$ cat src/rtl/mult_share_arb_if.sv
// mult_share_arb_if
//   Bundles the requester handshakes and the multiplier operand/product
//   signals of mult_share_arb.
//   slave  : the arbiter side (consumes requests, drives grants, responses
//            and multiplier operands, receives the product).
//   master : the environment side (requesters plus the external multiplier).
//   Optional MULT_SHARE_ARB_STATS_EN adds stat_issued / stat_contend.
interface mult_share_arb_if #(
  parameter int unsigned NREQ = 4,
  parameter int unsigned W    = 16
);
  logic [NREQ-1:0]       req_valid;
  logic [NREQ-1:0]       req_ready;
  logic [NREQ*W-1:0]     req_a;
  logic [NREQ*W-1:0]     req_b;
  logic [NREQ-1:0]       rsp_valid;
  logic [NREQ-1:0]       rsp_ready;
  logic [NREQ*2*W-1:0]   rsp_data;
  logic [W-1:0]          mul_a;
  logic [W-1:0]          mul_b;
  logic [2*W-1:0]        mul_prod;
  logic                  busy;
`ifdef MULT_SHARE_ARB_STATS_EN
  logic [31:0]           stat_issued;
  logic [31:0]           stat_contend;

  modport slave (
    input  req_valid, req_a, req_b, rsp_ready, mul_prod,
    output req_ready, rsp_valid, rsp_data, mul_a, mul_b, busy,
    output stat_issued, stat_contend
  );
  modport master (
    output req_valid, req_a, req_b, rsp_ready, mul_prod,
    input  req_ready, rsp_valid, rsp_data, mul_a, mul_b, busy,
    input  stat_issued, stat_contend
  );
`else
  modport slave (
    input  req_valid, req_a, req_b, rsp_ready, mul_prod,
    output req_ready, rsp_valid, rsp_data, mul_a, mul_b, busy
  );
  modport master (
    output req_valid, req_a, req_b, rsp_ready, mul_prod,
    input  req_ready, rsp_valid, rsp_data, mul_a, mul_b, busy
  );
`endif
endinterface

$ cat src/rtl/mult_share_arb.sv
// mult_share_arb
//   Round-robin arbiter/sequencer sharing one external pipelined multiplier
//   (MUL_LAT cycles from operand-present to product) among NREQ requesters.
//   Each requester has at most one operation outstanding; products return
//   through a held per-requester response register (valid/ready).
// Ports:
//   clk, rst  : clock, asynchronous active-high reset
//   bus       : mult_share_arb_if.slave (req_*, rsp_*, mul_a/mul_b/mul_prod,
//               busy, and stat_* when enabled)
// Optional: define MULT_SHARE_ARB_STATS_EN for saturating grant / contention
//   counters (stat_issued, stat_contend).
module mult_share_arb #(
  parameter int unsigned NREQ    = 4,
  parameter int unsigned W       = 16,
  parameter int unsigned MUL_LAT = 2
) (
  input  logic           clk,
  input  logic           rst,
  mult_share_arb_if.slave bus
);
  localparam int unsigned IW = (NREQ > 1) ? $clog2(NREQ) : 1;
  localparam int unsigned PW = 2 * W;

  logic [NREQ-1:0]              r_inflight;
  logic [NREQ-1:0]              r_rsp_valid;
  logic [NREQ*PW-1:0]           r_rsp_data;
  logic [IW-1:0]                r_ptr;
  logic [MUL_LAT-1:0]           r_tag_v;
  logic [MUL_LAT-1:0][IW-1:0]   r_tag_id;

  logic [NREQ-1:0]              w_eligible;
  logic [NREQ-1:0]              w_grant;
  logic [NREQ-1:0]              w_cap_hit;
  logic                         w_gnt_v;
  logic [IW-1:0]                w_gnt_id;
  logic [IW-1:0]                w_idx;
  logic [IW-1:0]                w_ptr_nxt;

  // A pending response also blocks eligibility, so a returning product
  // always finds its response slot empty.
  assign w_eligible = bus.req_valid & ~r_inflight & ~r_rsp_valid;

  // Rotating priority search starting at the pointer.
  always_comb begin
    w_grant  = '0;
    w_gnt_v  = 1'b0;
    w_gnt_id = '0;
    w_idx    = '0;
    for (int unsigned k = 0; k < NREQ; k++) begin
      w_idx = IW'((r_ptr + k) % NREQ);
      if (!w_gnt_v && w_eligible[w_idx] && !rst) begin
        w_gnt_v  = 1'b1;
        w_gnt_id = w_idx;
      end
    end
    if (w_gnt_v) w_grant[w_gnt_id] = 1'b1;
  end

  assign w_ptr_nxt = IW'((w_gnt_id + 1) % NREQ);

  // Operands go straight to the multiplier, which registers them itself.
  assign bus.mul_a = w_gnt_v ? bus.req_a[w_gnt_id*W +: W] : '0;
  assign bus.mul_b = w_gnt_v ? bus.req_b[w_gnt_id*W +: W] : '0;

  always_comb begin
    w_cap_hit = '0;
    if (r_tag_v[MUL_LAT-1]) w_cap_hit[r_tag_id[MUL_LAT-1]] = 1'b1;
  end

  // Tag pipeline mirrors the multiplier's latency.
  always_ff @(posedge clk or posedge rst) begin
    if (rst) begin
      r_tag_v  <= '0;
      r_tag_id <= '0;
    end else begin
      r_tag_v[0]  <= w_gnt_v;
      r_tag_id[0] <= w_gnt_id;
      for (int unsigned s = 1; s < MUL_LAT; s++) begin
        r_tag_v[s]  <= r_tag_v[s-1];
        r_tag_id[s] <= r_tag_id[s-1];
      end
    end
  end

  always_ff @(posedge clk or posedge rst) begin
    if (rst) begin
      r_ptr       <= '0;
      r_inflight  <= '0;
      r_rsp_valid <= '0;
      r_rsp_data  <= '0;
    end else begin
      if (w_gnt_v) r_ptr <= w_ptr_nxt;
      for (int unsigned k = 0; k < NREQ; k++) begin
        if (w_grant[k])        r_inflight[k] <= 1'b1;
        else if (w_cap_hit[k]) r_inflight[k] <= 1'b0;

        if (w_cap_hit[k]) begin
          r_rsp_valid[k]            <= 1'b1;
          r_rsp_data[k*PW +: PW]    <= bus.mul_prod;
        end else if (r_rsp_valid[k] && bus.rsp_ready[k]) begin
          r_rsp_valid[k]            <= 1'b0;
        end
      end
    end
  end

  assign bus.req_ready = w_grant;
  assign bus.rsp_valid = r_rsp_valid;
  assign bus.rsp_data  = r_rsp_data;
  assign bus.busy      = (|r_inflight) | (|r_rsp_valid);

`ifdef MULT_SHARE_ARB_STATS_EN
  logic [31:0] r_stat_issued;
  logic [31:0] r_stat_contend;
  logic [IW:0] w_elig_cnt;
  logic        w_contend;

  always_comb begin
    w_elig_cnt = '0;
    for (int unsigned k = 0; k < NREQ; k++)
      w_elig_cnt = w_elig_cnt + (IW+1)'(w_eligible[k]);
    w_contend = (w_elig_cnt >= (IW+1)'(2));
  end

  always_ff @(posedge clk or posedge rst) begin
    if (rst) begin
      r_stat_issued  <= '0;
      r_stat_contend <= '0;
    end else begin
      if (w_gnt_v && (r_stat_issued != '1))    r_stat_issued  <= r_stat_issued + 32'd1;
      if (w_contend && (r_stat_contend != '1)) r_stat_contend <= r_stat_contend + 32'd1;
    end
  end

  assign bus.stat_issued  = r_stat_issued;
  assign bus.stat_contend = r_stat_contend;
`endif
endmodule

$ cat src/flat_wrapper.sv
// flat-port wrapper written by rule: the top's interface ports become plain ports
module mult_share_arb_flat 
#(
  parameter int unsigned NREQ    = 4,
  parameter int unsigned W       = 16,
  parameter int unsigned MUL_LAT = 2
)
  (clk, rst, bus_req_valid, bus_req_a, bus_req_b, bus_rsp_ready, bus_mul_prod, bus_req_ready, bus_rsp_valid, bus_rsp_data, bus_mul_a, bus_mul_b, bus_busy);
  mult_share_arb_if #(.NREQ(NREQ), .W(W)) bus_i ();
  input  logic clk;
  input  logic rst;
  input wire logic [$bits(bus_i.req_valid)-1:0] bus_req_valid;
  input wire logic [$bits(bus_i.req_a)-1:0] bus_req_a;
  input wire logic [$bits(bus_i.req_b)-1:0] bus_req_b;
  input wire logic [$bits(bus_i.rsp_ready)-1:0] bus_rsp_ready;
  input wire logic [$bits(bus_i.mul_prod)-1:0] bus_mul_prod;
  output wire logic [$bits(bus_i.req_ready)-1:0] bus_req_ready;
  output wire logic [$bits(bus_i.rsp_valid)-1:0] bus_rsp_valid;
  output wire logic [$bits(bus_i.rsp_data)-1:0] bus_rsp_data;
  output wire logic [$bits(bus_i.mul_a)-1:0] bus_mul_a;
  output wire logic [$bits(bus_i.mul_b)-1:0] bus_mul_b;
  output wire logic [$bits(bus_i.busy)-1:0] bus_busy;
  assign bus_i.req_valid = bus_req_valid;
  assign bus_i.req_a = bus_req_a;
  assign bus_i.req_b = bus_req_b;
  assign bus_i.rsp_ready = bus_rsp_ready;
  assign bus_i.mul_prod = bus_mul_prod;
  assign bus_req_ready = bus_i.req_ready;
  assign bus_rsp_valid = bus_i.rsp_valid;
  assign bus_rsp_data = bus_i.rsp_data;
  assign bus_mul_a = bus_i.mul_a;
  assign bus_mul_b = bus_i.mul_b;
  assign bus_busy = bus_i.busy;
  mult_share_arb #(.NREQ(NREQ), .W(W), .MUL_LAT(MUL_LAT)) u_core (.clk(clk), .rst(rst), .bus(bus_i));
endmodule
$ cat config.mk
export PLATFORM = sky130hd
export DESIGN_NAME = mult_share_arb_flat
export DESIGN_NICKNAME = d
export VERILOG_FILES = /design/src/rtl/mult_share_arb_if.sv /design/src/rtl/mult_share_arb.sv /design/src/flat_wrapper.sv
export SDC_FILE = /design/constraint.sdc
export NUM_CORES = 1
export LEC_CHECK = 0
export ABC_AREA = 1
export CORE_ASPECT_RATIO = 1.75
export CORE_UTILIZATION = 37
export CTS_CLUSTER_SIZE = 14
export DETAILED_ROUTE_END_ITERATION = 10
export GPL_ROUTABILITY_DRIVEN = 1
export GPL_TIMING_DRIVEN = 0
export PLACE_DENSITY = 0.76
export SLEW_MARGIN = 0
export SYNTH_ARGS = -nofsm -noshare
export SYNTH_HDL_FRONTEND = slang
export SYNTH_SLANG_ARGS = --single-unit
$ cat constraint.sdc
create_clock -name clk -period 14.35 [get_ports clk]
set_input_delay 3.5875 -clock clk [delete_from_list [all_inputs] [get_ports clk]]
set_output_delay 3.5875 -clock clk [all_outputs]
set_load 0.005 [all_outputs]
==> impl_results.md, run 1 <==
- Multi-input logic area: 0.00303 mm^2
- Initial Util: 0.377
- Setup crit end kind: primary output
- Max_cap viols: 0
- GRT overflow: 0
- Synthesized area per cell: 8.21 um^2
- Die height: 187 um
- Type of the most critical hold path: flip-flop to flip-flop
- Setup crit start kind: input port
- Tot GR Track Use: 0.269
- Number of global-route vias before repair: 7803
- Clock root cell: clkbuf_16
- Netlist cell types: 25
- Max_slew headroom: 0.504
- Share of the synthesized area in the top cell type: 0.498
- Post-CTS Setup Bufs: 0
- Setup TNS: 0 ns
- Static Leakage: 5.35 nW
- Setup CP Type: input port to primary output
- Vias: 7630
- Status: completed
- Post-synth EDFFs: 0
- Synth Register Bits: 144
- Slew @ Worst Pin: 0.744 ns
- Layout area overhead: 60.4%
- IO Port Bufs: 338
- CTS Sinks: 144
- Seq/Total Area, Yosys: 0.498
- F_max: 95.4 MHz
- Worst-skew pair later-pin latency: 0.42 ns
- Global-route wire length before repair: 40900 um
- Clk slew on worst S/H paths: 0.06 ns
- DP Worst Slack: 3.73 ns
- Drt drc: 0
- Main synth FF type: dfrtp_1
- Vias per Instance: 5.10
- CTS Hold Bufs: 0
- Yosys synthesis warning count: 0
- H-tree Lvls: 4
- Final Max Tran Viols: 0
- Core footprint: 0.0192 mm^2
- Antenna violations before repair: 2
- Post-synth ARST share: 1.00
- Final wirelength: 26700 um
- Minimum clock period: 10.48 ns
- Finish-stage setup viols: 0
- Largest net degree at the start of global routing: 83
- Synth Cell Area: 0.00724 mm^2
- Critical Path RT: 10.76 ns
- Share of layout cells above drive strength 1: 0.113
- PD cells: 264 mW/mm^2
- DIE AREA: 0.0201 mm^2
- Layout Nets: 1410
- Std cell rows: 67
- Peak VDD IR: 0.000155 V
- Mapped Cells: 882
- Final worst slack: 3.87 ns
- Die width: 108 um
- Worst EP arrival: 6.90 ns
- ANT nets after route: 0
- Syn Nets: 1052
- Most numerous cell in the Yosys netlist: nand2_1
- Detailed Place HPWL: 21100 um
- DR iter-0 viols: 462
- Clock Skew: 0.00580 ns
- Avg WL per Cell: 17.9 um
- Commonest cells post-synth: 308 x nand2_1, 144 x dfrtp_1, 134 x o21ai_0
- Max Buffers Root-to-Sink: 2
- Largest cells by area after synthesis: dfrtp_1 50%, nand2_1 16%, o21ai_0 9.3%
- # resized after CTS: 0
- Initial DRT Pass Iterations: 5
- Synth area leader: dfrtp_1
- Worst Path Max Fanout: 82
- CTS Buf Count: 17
- GPL Wtd Cong: 0.890
- CTS tree: built
- FF+latch area: 0.00360 mm^2
- Io pins: 339
- Total count of hold-check failures in the final report: 0
- Period utilisation layout: 0.731
- RSZ-0062 raised after global routing: false
- Fillers: 1722
-- where the power goes --
part,total [mW],switching [mW],internal [mW]
logic,1.85,0.953,0.894
clock network,0.486,0.172,0.314
registers,0.730,0.119,0.611
-- routing by layer --
| metal | routed length (um) | share of wire | GRT usage |
|---|---|---|---|
| met1 | 8830 | 0.33 | 0.259 |
| met2 | 14200 | 0.53 | 0.496 |
| met3 | 2270 | 0.085 | 0.0787 |
| met4 | 1440 | 0.054 | 0.149 |
| met5 | 12 | 0.00045 | 0 |
-- critical path, cell delays in order --
cell and delay, ns:
clkdlybuf4s50_1 0.51, inv_6 0.47, buf_16 0.36, nand3_2 0.19
nand3_1 0.13, nand2_2 0.08, nand2_1 0.18, buf_2 0.27
nand3_1 0.16, nand2_1 0.09, nand2_1 0.05, a21oi_1 0.23
clkdlybuf4s50_1 0.56
-- stage by stage --
stage | utilization | total power, mW | cells | instance area [um^2] | hold WS (ns)
6_report | 0.605 | 3.06 | 1495 | 11600 | 0.349
5_1_grt | 0.605 | 3.27 | 1495 | 11600 | 0.361
4_1_cts | 0.605 | 3.08 | 1494 | 11600 | 0.351
3_5_place_dp | 0.571 | 2.58 | 1462 | 11000 | 0.337
3_3_place_gp | 0.569 | 2.54 | 1461 | 10900 | 0.333
2_1_floorplan | - | 1.64 | 882 | 7240 | 0.331
-- placed cells by master (no fill, tap or decap), drive strengths merged --
cell type	synthesis	layout
nor3	4	4
diode	0	1
inv	57	59
clkinvlp	0	3
nand2	313	313
nor2	13	13
bufinv	0	5
dfrtp	144	144
clkinv	0	3
o21ai	134	134
clkbuf	28	47
nand4	3	3
a21oi	33	33
nand3	119	119
o211ai	1	1
clkdlybuf4s50	0	338
buf	33	34
-- layout make-up --
class,instances,area share
diodes,1,0.000216
plain buffers,61,0.0332
clock buffers,19,0.0382
clock inverters,13,0.0180
inverters,57,0.0191
multi-input cells,620,0.261
flip-flops and latches,144,0.310
well taps,241,0.0260
repair buffers,339,0.294
-- flip-flops by register name, summed over array words and instances (netlist names) --
name	count
u_core.bus.rsp_data	128
u_core.bus.rsp_valid	4
u_core.r_inflight	4
u_core.r_tag_id	4
u_core.r_ptr	2
u_core.r_tag_v	2
-- path summary, 6_finish.rpt --
kind,startpoint,to,slack (ns),cells past startpoint
worst max-delay path,rst,bus_mul_b[0],3.87,13
min in group asynchronous,rst,u_core.bus.rsp_valid[1],3.68,2
worst min register to register,u_core.r_tag_id[0],u_core.r_tag_id[2],0.35,0
max in group asynchronous,rst,u_core.bus.rsp_data[82],9.83,3
worst max register to register,u_core.bus.rsp_valid[3],u_core.r_inflight[3],12.04,13
worst min-delay path,u_core.r_tag_id[0],u_core.r_tag_id[2],0.35,0
-- cell families (layout without fill, tap and decap cells) --
logic type / Yosys count / count (layout) / synth area share
compound gates: 168 / 168 / 0.131
other cells: 0 / 1 / 0
buf+inv: 118 / 489 / 0.0832
simple gates: 452 / 452 / 0.288
flops: 144 / 144 / 0.498
(Power assumes the default switching activity.)
==> inputs of run 2 (changes only) <==
Clock period 14.35 ns to 10.4 ns, I/O delays scaled along.
==> results of run 2 <==
The final DEF is identical to that of run 1. Status: completed.
Among the figures that moved: setup slack after placement 3.73 ns -> 1.75 ns; setup slack after layout 3.87 ns -> 1.89 ns; register-to-register setup slack 12.04 ns -> 8.09 ns; total power 3.06 mW -> 4.22 mW; worst IR drop on VDD 0.000155 V -> 0.000214 V
==> inputs of run 3 (changes only) <==
Settings changed: PLACE_DENSITY 0.76 to 0.79.
Clock period 10.4 ns to 7.3 ns, I/O delays scaled along.
==> impl_results.md, run 3 (synthesis results as in run 1) <==
- Worst Hold Depth: 0
- IO Port Bufs: 338
- Reg2reg start: u_core.bus.rsp_valid[3]
- PD cells: 512 mW/mm^2
- Max Buffers Root-to-Sink: 2
- Core footprint: 0.0192 mm^2
- Post-route cell area: 0.0116 mm^2
- Setup CP Type: input port to primary output
- Std cell rows: 67
- Drt drc: 0
- Number of global-route vias before repair: 7909
- Finish-stage setup viols: 0
- Total count of hold-check failures in the final report: 0
- CTS Hold Bufs: 0
- Hold Crit Start: u_core.r_tag_id[1]
- Clock root cell: clkbuf_16
- Tot GR Track Use: 0.275
- Critical Path RT: 5.48 ns
- Max FFs per register: 128
- Worst r2r path cells: 13
- Static Leakage: 5.34 nW
- Period utilisation layout: 0.916
- Die height: 187 um
- R2R Setup Slk: 4.98 ns
- Layout area overhead: 60.3%
- Type of the most critical hold path: flip-flop to flip-flop
- GRT overflow: 0
- Die width: 108 um
- ANT nets after route: 0
- Vias per Instance: 5.08
- Cells after DPL: 1465
- Post-CTS Setup Bufs: 0
- Fin cells: 1498
- Initial DRT Pass Iterations: 5
- Critical-path cell list: clkdlybuf4s50_1 -> clkinvlp_4 -> buf_12 -> nand3_1 -> nand3_2 -> inv_1 -> nand3_1 -> inv_1 -> nor2_4 -> inv_2 -> buf_2 -> nand2_1 -> a21oi_2 -> clkdlybuf4s50_1
- Most frequent cells in the layout: 338 x clkdlybuf4s50_1, 308 x nand2_1, 144 x dfrtp_1
- Hold Path End: u_core.r_tag_id[3]
- Clk slew on worst S/H paths: 0.06 ns
- Final wirelength: 26900 um
- CTS Sinks: 144
- Post-Route Utilization: 0.604
- CTS Buf Count: 17
- DR iter-0 viols: 535
- Avg WL per Cell: 18.0 um
- Peak VDD IR: 0.000418 V
- Max_slew headroom: 0.521
- Layout Nets: 1413
- Most common cell after layout, fill and taps aside: clkdlybuf4s50_1
- Setup crit end kind: primary output
- F_max: 150 MHz
- R2R Path End: u_core.r_inflight[3]
- CTS tree: built
- Slew @ Worst Pin: 0.718 ns
- DIE AREA: 0.0201 mm^2
- H-tree Lvls: 4
- RSZ-0062 raised after global routing: false
- Critical Path Slowest Stage Cell: clkdlybuf4s50_1
- Status: completed
- Final Max Tran Viols: 0
- Worst-skew pair later-pin latency: 0.42 ns
- Worst path max stage delay: 0.56 ns
- Detailed Place HPWL: 21400 um
- Io pins: 339
- Worst EP arrival: 4.86 ns
- Global-route wire length before repair: 41600 um
- Vias: 7617
- Minimum clock period: 6.69 ns
- Antenna violations before repair: 2
- Placed Area: 0.0110 mm^2
- # resized after CTS: 0
- Share of layout cells above drive strength 1: 0.115
- Max_cap viols: 0
- Worst Path Max Fanout: 42
- Largest net degree at the start of global routing: 43
- Setup crit start kind: input port
- GPL Wtd Cong: 0.904
- Initial Util: 0.377
- Clock Skew: 0.00581 ns
==> run 3: power by group <==
group | switching (mW) | total [mW] | leakage (nW) | internal [mW]
combinational | 1.87 | 3.63 | 3.30 | 1.76
clock | 0.330 | 0.866 | 0.288 | 0.536
sequential | 0.247 | 1.45 | 1.75 | 1.20
total | 2.44 | 5.94 | 5.34 | 3.50
==> run 3: worst max path at each step <==
| stage | from | endpoint | slack, ns | cells after the start |
|---|---|---|---|---|
| 6_report | rst | bus_mul_a[6] | 0.61 | 14 |
| 2_1_floorplan | rst | bus_mul_a[0] | 0.16 | 10 |
| 5_1_grt | rst | bus_mul_a[6] | 0.39 | 14 |
| 4_1_cts | rst | bus_mul_b[15] | 0.54 | 13 |
| 3_3_place_gp | rst | bus_mul_a[6] | -2.14 | 13 |
| 3_5_place_dp | rst | bus_mul_b[15] | 0.55 | 13 |
==> run 3: cell type report <==
class,count,area [um^2]
Sequential cell,144,3600
Timing Repair Buffer,342,3460
Inverter,57,220
Tap cell,241,302
Multi-Input combinational cell,620,3030
Clock buffer,22,484
Fill cell,1671,7590
Clock inverter,9,108
Antenna cell,2,5.00
Buffer,61,385
==> run 3: metrics by stage <==
stage	power, mW	setup TNS [ns]	hold WS, ns	worst slack (ns)
floorplan	3.23	0	0.331	0.162
global placement	5.00	-73.02	0.333	-2.14
detailed placement	5.07	0	0.336	0.549
CTS	5.97	0	0.348	0.542
global route	6.36	0	0.351	0.391
finish	5.94	0	0.347	0.612
==> run 3: per-layer routing <==
| layer | GRT usage | vias up | part of all wire |
|---|---|---|---|
| li1 | - | 3590 | - |
| met1 | 0.249 | 3541 | 0.33 |
| met2 | 0.533 | 400 | 0.55 |
| met3 | 0.0711 | 84 | 0.080 |
| met4 | 0.152 | 2 | 0.048 |
| met5 | 0 | - | 0.00048 |
==> run 3: critical path: cells and delay by family <==
family	cells	cell delay [ns]
buffers and inverters	8	2.36
and+or+nand+nor	5	0.48
AOI/OAI and AO/OA	1	0.19
